`config.mk`:
```
export PLATFORM = sky130hd
export DESIGN_NAME = shifter_pipe
export DESIGN_NICKNAME = d
export VERILOG_FILES = /design/src/rtl/shifter_pipe.sv
export SDC_FILE = /design/constraint.sdc
export NUM_CORES = 1
export LEC_CHECK = 0
export CAP_MARGIN = 10
export CORE_MARGIN = 2
export CORE_UTILIZATION = 40
export DETAILED_ROUTE_END_ITERATION = 6
export DONT_BUFFER_PORTS = 1
export PLACE_DENSITY_LB_ADDON = 0.15
export SYNTH_ARGS = -nofsm -noshare
export SYNTH_HDL_FRONTEND = slang
export SYNTH_SLANG_ARGS = --single-unit
```
`constraint.sdc`:
```
create_clock -name clk -period 14 [get_ports clk]
set_input_delay 0.7 -clock clk [delete_from_list [all_inputs] [get_ports clk]]
set_output_delay 0.7 -clock clk [all_outputs]
set_load 0.05 [all_outputs]
```
`src/rtl/shifter_pipe.sv`:
```
// Pipelined barrel shifter (SLL/SRL/SRA/ROL/ROR), one stage per amount bit, tag carried alongside.
// Latency: S = $clog2(WIDTH) cycles from the accepting edge to out_valid.
// Backpressure: stalled stages hold their contents; empty stages still fill; in_ready drops only when every stage is full.
module shifter_pipe #(
  parameter int WIDTH = 32,
  parameter int TAG_W = 4
) (
  input  logic             clk,
  input  logic             rst,
  input  logic             in_valid,
  output logic             in_ready,
  input  logic [WIDTH-1:0] in_data,
  input  logic [31:0]      in_amt,
  input  logic [2:0]       in_mode,
  input  logic [TAG_W-1:0] in_tag,
  output logic             out_valid,
  input  logic             out_ready,
  output logic [WIDTH-1:0] out_data,
  output logic [TAG_W-1:0] out_tag,
  output logic             busy
);
  localparam int S = $clog2(WIDTH);

  localparam logic [2:0] MODE_SLL = 3'd0;
  localparam logic [2:0] MODE_SRL = 3'd1;
  localparam logic [2:0] MODE_SRA = 3'd2;
  localparam logic [2:0] MODE_ROL = 3'd3;
  localparam logic [2:0] MODE_ROR = 3'd4;

  // Stage registers R[1..S]
  logic [S:1]       r_vld;
  logic [WIDTH-1:0] r_data [1:S];
  logic [S-1:0]     r_amt  [1:S];
  logic [2:0]       r_mode [1:S];
  logic             r_ovf  [1:S];
  logic [TAG_W-1:0] r_tag  [1:S];

  // Stage k inputs (stage 0 straight from the ports) and shifted outputs
  logic [WIDTH-1:0] si_data [0:S-1];
  logic [S-1:0]     si_amt  [0:S-1];
  logic [2:0]       si_mode [0:S-1];
  logic [TAG_W-1:0] si_tag  [0:S-1];
  logic [S-1:0]     si_ovf;
  logic [S-1:0]     si_vld;
  logic [WIDTH-1:0] so_data [0:S-1];

  logic [S:1] adv;

  function automatic logic [WIDTH-1:0] shift_by(input logic [WIDTH-1:0] d,
                                                input logic [2:0] m, input int sh);
    logic [WIDTH-1:0] r;
    case (m)
      MODE_SLL: r = d << sh;
      MODE_SRL: r = d >> sh;
      MODE_SRA: r = $signed(d) >>> sh;
      MODE_ROL: r = (d << sh) | (d >> (WIDTH - sh));
      MODE_ROR: r = (d >> sh) | (d << (WIDTH - sh));
      default:  r = d;
    endcase
    return r;
  endfunction

  // SRA keeps the original MSB in the top bit at every stage, so it is the fill value here
  function automatic logic [WIDTH-1:0] apply_ovf(input logic [WIDTH-1:0] d,
                                                 input logic [2:0] m, input logic ovf);
    logic [WIDTH-1:0] r;
    r = d;
    if (ovf) begin
      case (m)
        MODE_SLL, MODE_SRL: r = '0;
        MODE_SRA:           r = {WIDTH{d[WIDTH-1]}};
        default:            r = d;
      endcase
    end
    return r;
  endfunction

  for (genvar k = 0; k < S; k++) begin : g_stage
    if (k == 0) begin : g_in
      assign si_data[0] = in_data;
      assign si_amt[0]  = in_amt[S-1:0];
      assign si_mode[0] = in_mode;
      assign si_tag[0]  = in_tag;
      assign si_ovf[0]  = |in_amt[31:S];
      assign si_vld[0]  = in_valid;
    end else begin : g_reg
      assign si_data[k] = r_data[k];
      assign si_amt[k]  = r_amt[k];
      assign si_mode[k] = r_mode[k];
      assign si_tag[k]  = r_tag[k];
      assign si_ovf[k]  = r_ovf[k];
      assign si_vld[k]  = r_vld[k];
    end

    logic [WIDTH-1:0] shifted;
    assign shifted = si_amt[k][k] ? shift_by(si_data[k], si_mode[k], 1 << k) : si_data[k];

    if (k == S - 1) begin : g_last
      assign so_data[k] = apply_ovf(shifted, si_mode[k], si_ovf[k]);
    end else begin : g_mid
      assign so_data[k] = shifted;
    end
  end

  // adv[k]: R[k] may load, i.e. it is empty or something downstream frees a slot
  always_comb begin
    logic room;
    room = out_ready;
    adv  = '0;
    for (int k = S; k >= 1; k--) begin
      room   = room | ~r_vld[k];
      adv[k] = room;
    end
  end

  always_ff @(posedge clk or posedge rst) begin
    if (rst) begin
      r_vld <= '0;
      for (int k = 1; k <= S; k++) begin
        r_data[k] <= '0;
        r_amt[k]  <= '0;
        r_mode[k] <= '0;
        r_ovf[k]  <= 1'b0;
        r_tag[k]  <= '0;
      end
    end else begin
      for (int k = 1; k <= S; k++) begin
        if (adv[k]) begin
          r_vld[k]  <= si_vld[k-1];
          r_data[k] <= so_data[k-1];
          r_amt[k]  <= si_amt[k-1];
          r_mode[k] <= si_mode[k-1];
          r_ovf[k]  <= si_ovf[k-1];
          r_tag[k]  <= si_tag[k-1];
        end
      end
    end
  end

  assign in_ready  = adv[1];
  assign out_valid = r_vld[S];
  assign out_data  = r_data[S];
  assign out_tag   = r_tag[S];
  assign busy      = |r_vld;

endmodule
```
# Yosys cells after proc, flatten, opt, wreduce, memory -nomap -nowiden
# Index checks and enable logic that the tools add are counted.
# Widths: inputs -> output; s select.
[totals]
reg_bits = 221
out_inout_bits = 39
word_cells = 87
[op_classes]
n_eq_ne = 20
mux = 12
bitwise = 19
n_reduce_logical = 9
[ops]
columns = ["operator", "count"]
rows = [
  ["$pmux 32 s5", 4],
  ["$mux 32", 6],
  ["$pmux 32 s4", 1],
  ["$pmux 32 s2", 1],
  ["$or 16x32->32", 1],
  ["$or 24x32->32", 1],
  ["$or 28x32->32", 1],
  ["$or 30x32->32", 1],
  ["$or 31x32->32", 1],
  ["$or 32x1->32", 1],
  ["$or 32x2->32", 1],
  ["$or 32x4->32", 1],
  ["$or 32x8->32", 1],
  ["$eq 3x2->1 const B", 10],
  ["$reduce_or 27->1", 1],
  ["$eq 3x1->1 const B", 5],
  ["$eq 3x3->1 const B", 5],
  ["$logic_not 3->1", 5],
  ["$not 1->1", 5],
  ["$or 1x1->1", 5],
  ["$reduce_or 5->1", 1],
  ["$reduce_or 2->1", 2],
]

# Logic depth before layout (Yosys ltp)
[logic_depth]
word_depth = 6
mapped_depth = 9

# Worst setup path after synthesis
# No wires, ideal clock.
[synth_timing]
path_type = "input to output"
from = "in out_ready"
to = "out in_ready"
t_arrival_ns = 1.683
slack_ns = 11.617
cell_stages = 7
path_buffers = 4
cell_sequence = "and3b_1 -> buf_4 -> and3_1 -> buf_2 -> inv_2 -> buf_6 -> buf_4"
[synth_between]
elab_chain_len = 5
[synth_lines]
columns = ["item", "line", "text"]
rows = [
  ["start: declaration", "17", "input logic out_ready,"],
  ["$or 1x1->1 (5 in a row)", "111", "room = room | ~r_vld[k];"],
  ["end: declaration", "11", "output logic in_ready,"],
]
# No other way between the ends.

# Worst setup path after layout
[layout_timing]
from = "reg r_vld[5] (netlist bit)"
to = "out in_ready"
[layout_between]
elab_chain_len = 6
[layout_lines]
columns = ["item", "line", "text"]
rows = [
  ["start: declaration", "31", "logic [S:1] r_vld;"],
  ["start signal: indexed assignment", "129", "r_vld[k] <= si_vld[k-1];"],
  ["$not 1->1", "111", ""],
  ["$or 1x1->1 (5 in a row)", "111", ""],
]
# No other way between the ends.

==> flow_summary.toml <==
[run_status]
status = "finished clean"

[clocking]
h-tree-depth = 1
cts.root.buffer_cell = "clkbuf_16"
cts_hold_buf = 0
insertion_delay_ns = 0.53
postCtsSetupBuffers = 0
cts_buffer_depth = 3
cts_tree = "built"
clkSinkCount = 211
path_clk_slew_ns = 0.05
cts_resized = 0
cts_buffers = 26

[detailed_routing]
avgRoutedWirePerCell_um = 20.2
remaining_drc_errors = 0
viasPerCell = 6.04
first_pass_iters = 5
ant_nets = 0
num_vias = 9842
drt_iter0_drc = 803
wl_um = 33000

[synth]
synth_top_area_share_pct = 44.0
ys_types = 62
syn_inst = 1346
synth.area.top_cells = "dfrtp_1 44%, nand2_1 7.9%, o21ai_0 7.3%"
yosys.area.top_type = "dfrtp_1"
synth_area_um2 = 12000
ys_seq_area_share_pct = 44.0
synth-edff-count = 0
ys_warn_count = 0
ys.flop_type = "dfrtp_1"
synth_nets = 1421
ys_async_sr_fraction_pct = 100
ys_seq_elements = 211
syn_avg_cell_area_um2 = 8.91

[setup_path]
required_ns = 13.30
worst_r2r_endpoint = "r_data[47]"
critical_path_arrival_ns = 2.99
end_kind = "primary output"
crit_start = "r_vld[5]"
r2r_setup_slack_ns = 11.06
r2r_cells = 4
worstReg2RegStart = "r_amt[13]"
start_kind = "flop"
critical_path.max_fanout = 47
critPathCapture = "in_ready"
path_class = "flop to primary output"

[final_layout]
final_common_cell = "nand2_1"
syn_to_final_growth_pct = 4.46
final_layout_size_suffix_gt1_share_pct = 5.74
fillers = 2960
fin_util_pct = 42.4
layout.nets = 1295
final_cell_mix = "251 x nand2_1, 211 x dfrtp_1, 175 x o21ai_0"
instances_no_fill = 1629

[place]
gp_congestion = 0.824
place_ws_ns = 10.83
dp.cells = 1582
dp_hpwl_um = 21900
port_buffers = 0

[sta]
grt_setup_unrepaired = "false"
fin_crit_ns = 3.69
relSlewSlack_pct = 19.9
tightest_slew_ns = 1.19
final-max-slew-violation-count = 0
finalHoldViolations = 0
fin_crit_sh_pct = 26.3
whs_ns = 0.0913
setup_tns_ns = 0
layout_setup_ws_ns = 10.31
clock_skew_ns = 0.00999
max_freq_mhz = 271
setup_viol = 0

[global_routing]
grt_max_degree = 83
overflow = 0
antenna_found_initial = 1
gr-usage-met3_pct = 3.59
met2_usage_pct = 33.1
grt_pass1_vias = 9617
grt_first_pass_wirelength_um = 54000
met1_usage_pct = 29.5
grt.total_usage_pct = 21.2
grt.busiest_layer = "met2"

[pwr]
max-vdd-ir-drop_uv = 87.3
p_seq_share_pct = 48.6
switching_share_pct = 42.7
p_int_mw = 1.53
power_frac_clock_pct = 24.7
power_density_nw_per_um2 = 213
comb_power_share_pct = 26.7
p_leak_nw = 4.86
p_switching_mw = 1.14

[die]
start_util_pct = 40.6
die_w_um = 177
io_pins = 114
die_height_um = 177
num_rows = 63
coreArea_um2 = 29600
dieArea_um2 = 31400

[job]
maxCapViolCount = 0

[hold_path]
hold_class = "primary input to asynchronous set/reset pin"
[cell usage after synthesis, types with 8 or more instances]
cell,number
a211oi_1,23
a21oi_1,20
a221oi_1,90
a22o_1,8
a31oi_1,9
and2_1,13
and3_1,17
buf_1,14
buf_2,39
buf_4,45
buf_6,10
clkbuf_1,59
dfrtp_1,211
inv_1,9
maj3_1,12
mux2i_1,29
nand2_1,251
nand2b_1,14
nor2_1,34
nor2b_1,11
nor3b_1,16
o21a_1,13
o21ai_0,175
o21ai_1,40
o221ai_1,23
o22a_1,8
o22ai_1,49
o32a_1,16
[per-stage QoR]
step	cell area (um^2)	power, mW
floorplan	12000	1.87
global placement	11700	2.00
detailed placement	11700	2.02
CTS	12500	2.68
global route	12500	2.84
finish	12500	2.67
[worst min-delay path by stage]
stage | cells past startpoint | slack (ns) | to
floorplan | 2 | 0.44 | r_amt[14]
detailed placement | 2 | 0.46 | r_tag[4]
CTS | 1 | 0.12 | r_data[50]
global placement | 2 | 0.45 | r_tag[4]
global route | 1 | 0.13 | out_data[19]
finish | 1 | 0.09 | out_data[19]
[layout make-up]
class	instances	area [um^2]	share of cell area, %
Inverter	12	52.6	0.419
Tap cell	390	488	3.89
Antenna cell	1	2.50	0.0200
Clock inverter	2	35.0	0.280
Clock buffer	44	800	6.38
Multi-Input combinational cell	955	5770	46.0
Sequential cell	211	5280	42.1
Timing Repair Buffer	14	105	0.839
[cell families (layout without fill, tap and decap cells)]
family,after synthesis,count (layout),share of synthesized area (%)
XOR/XNOR,5,5,0.365
multiplexers,29,29,2.42
buffers and inverters,180,72,8.08
AND/OR/NAND/NOR,396,396,15.2
other,0,1,0
adder cells (fa/ha/maj),12,12,1.00
AO/OA/AOI/OAI,513,513,28.9
flip-flops,211,211,44.0
[critical path, stage by stage, from the launching register on]
cell	delay (ns)
dfrtp_1	0.70
and3b_1	0.25
buf_4	0.38
and3_1	0.24
buf_4	0.39
inv_2	0.48
[power by group through the flow]
stage                     sequential (mW)  clock (mW)  combinational, mW
after global routing                 1.33       0.703              0.803
after CTS                            1.29       0.672              0.713
final                                1.30       0.659              0.713
after floorplan                     0.952           0              0.919
after detailed placement             1.31           0              0.710
after global placement               1.30           0              0.702
[registers in the layout (all words and copies together) (netlist names)]
| signal | count |
|---|---|
| r_vld | 5 |
| r_mode | 12 |
| r_tag | 16 |
| r_data | 128 |
| out_tag | 4 |
| r_ovf | 4 |
| out_data | 32 |
| r_amt | 10 |
[per-layer routing]
layer | vias up | part of all wire [%]
li1 | 4711 | -
met1 | 4748 | 45
met2 | 327 | 46
met3 | 56 | 5.8
met4 | 0 | 3.4
met5 | - | 0
Note: power is estimated with default switching activity, not from simulation.
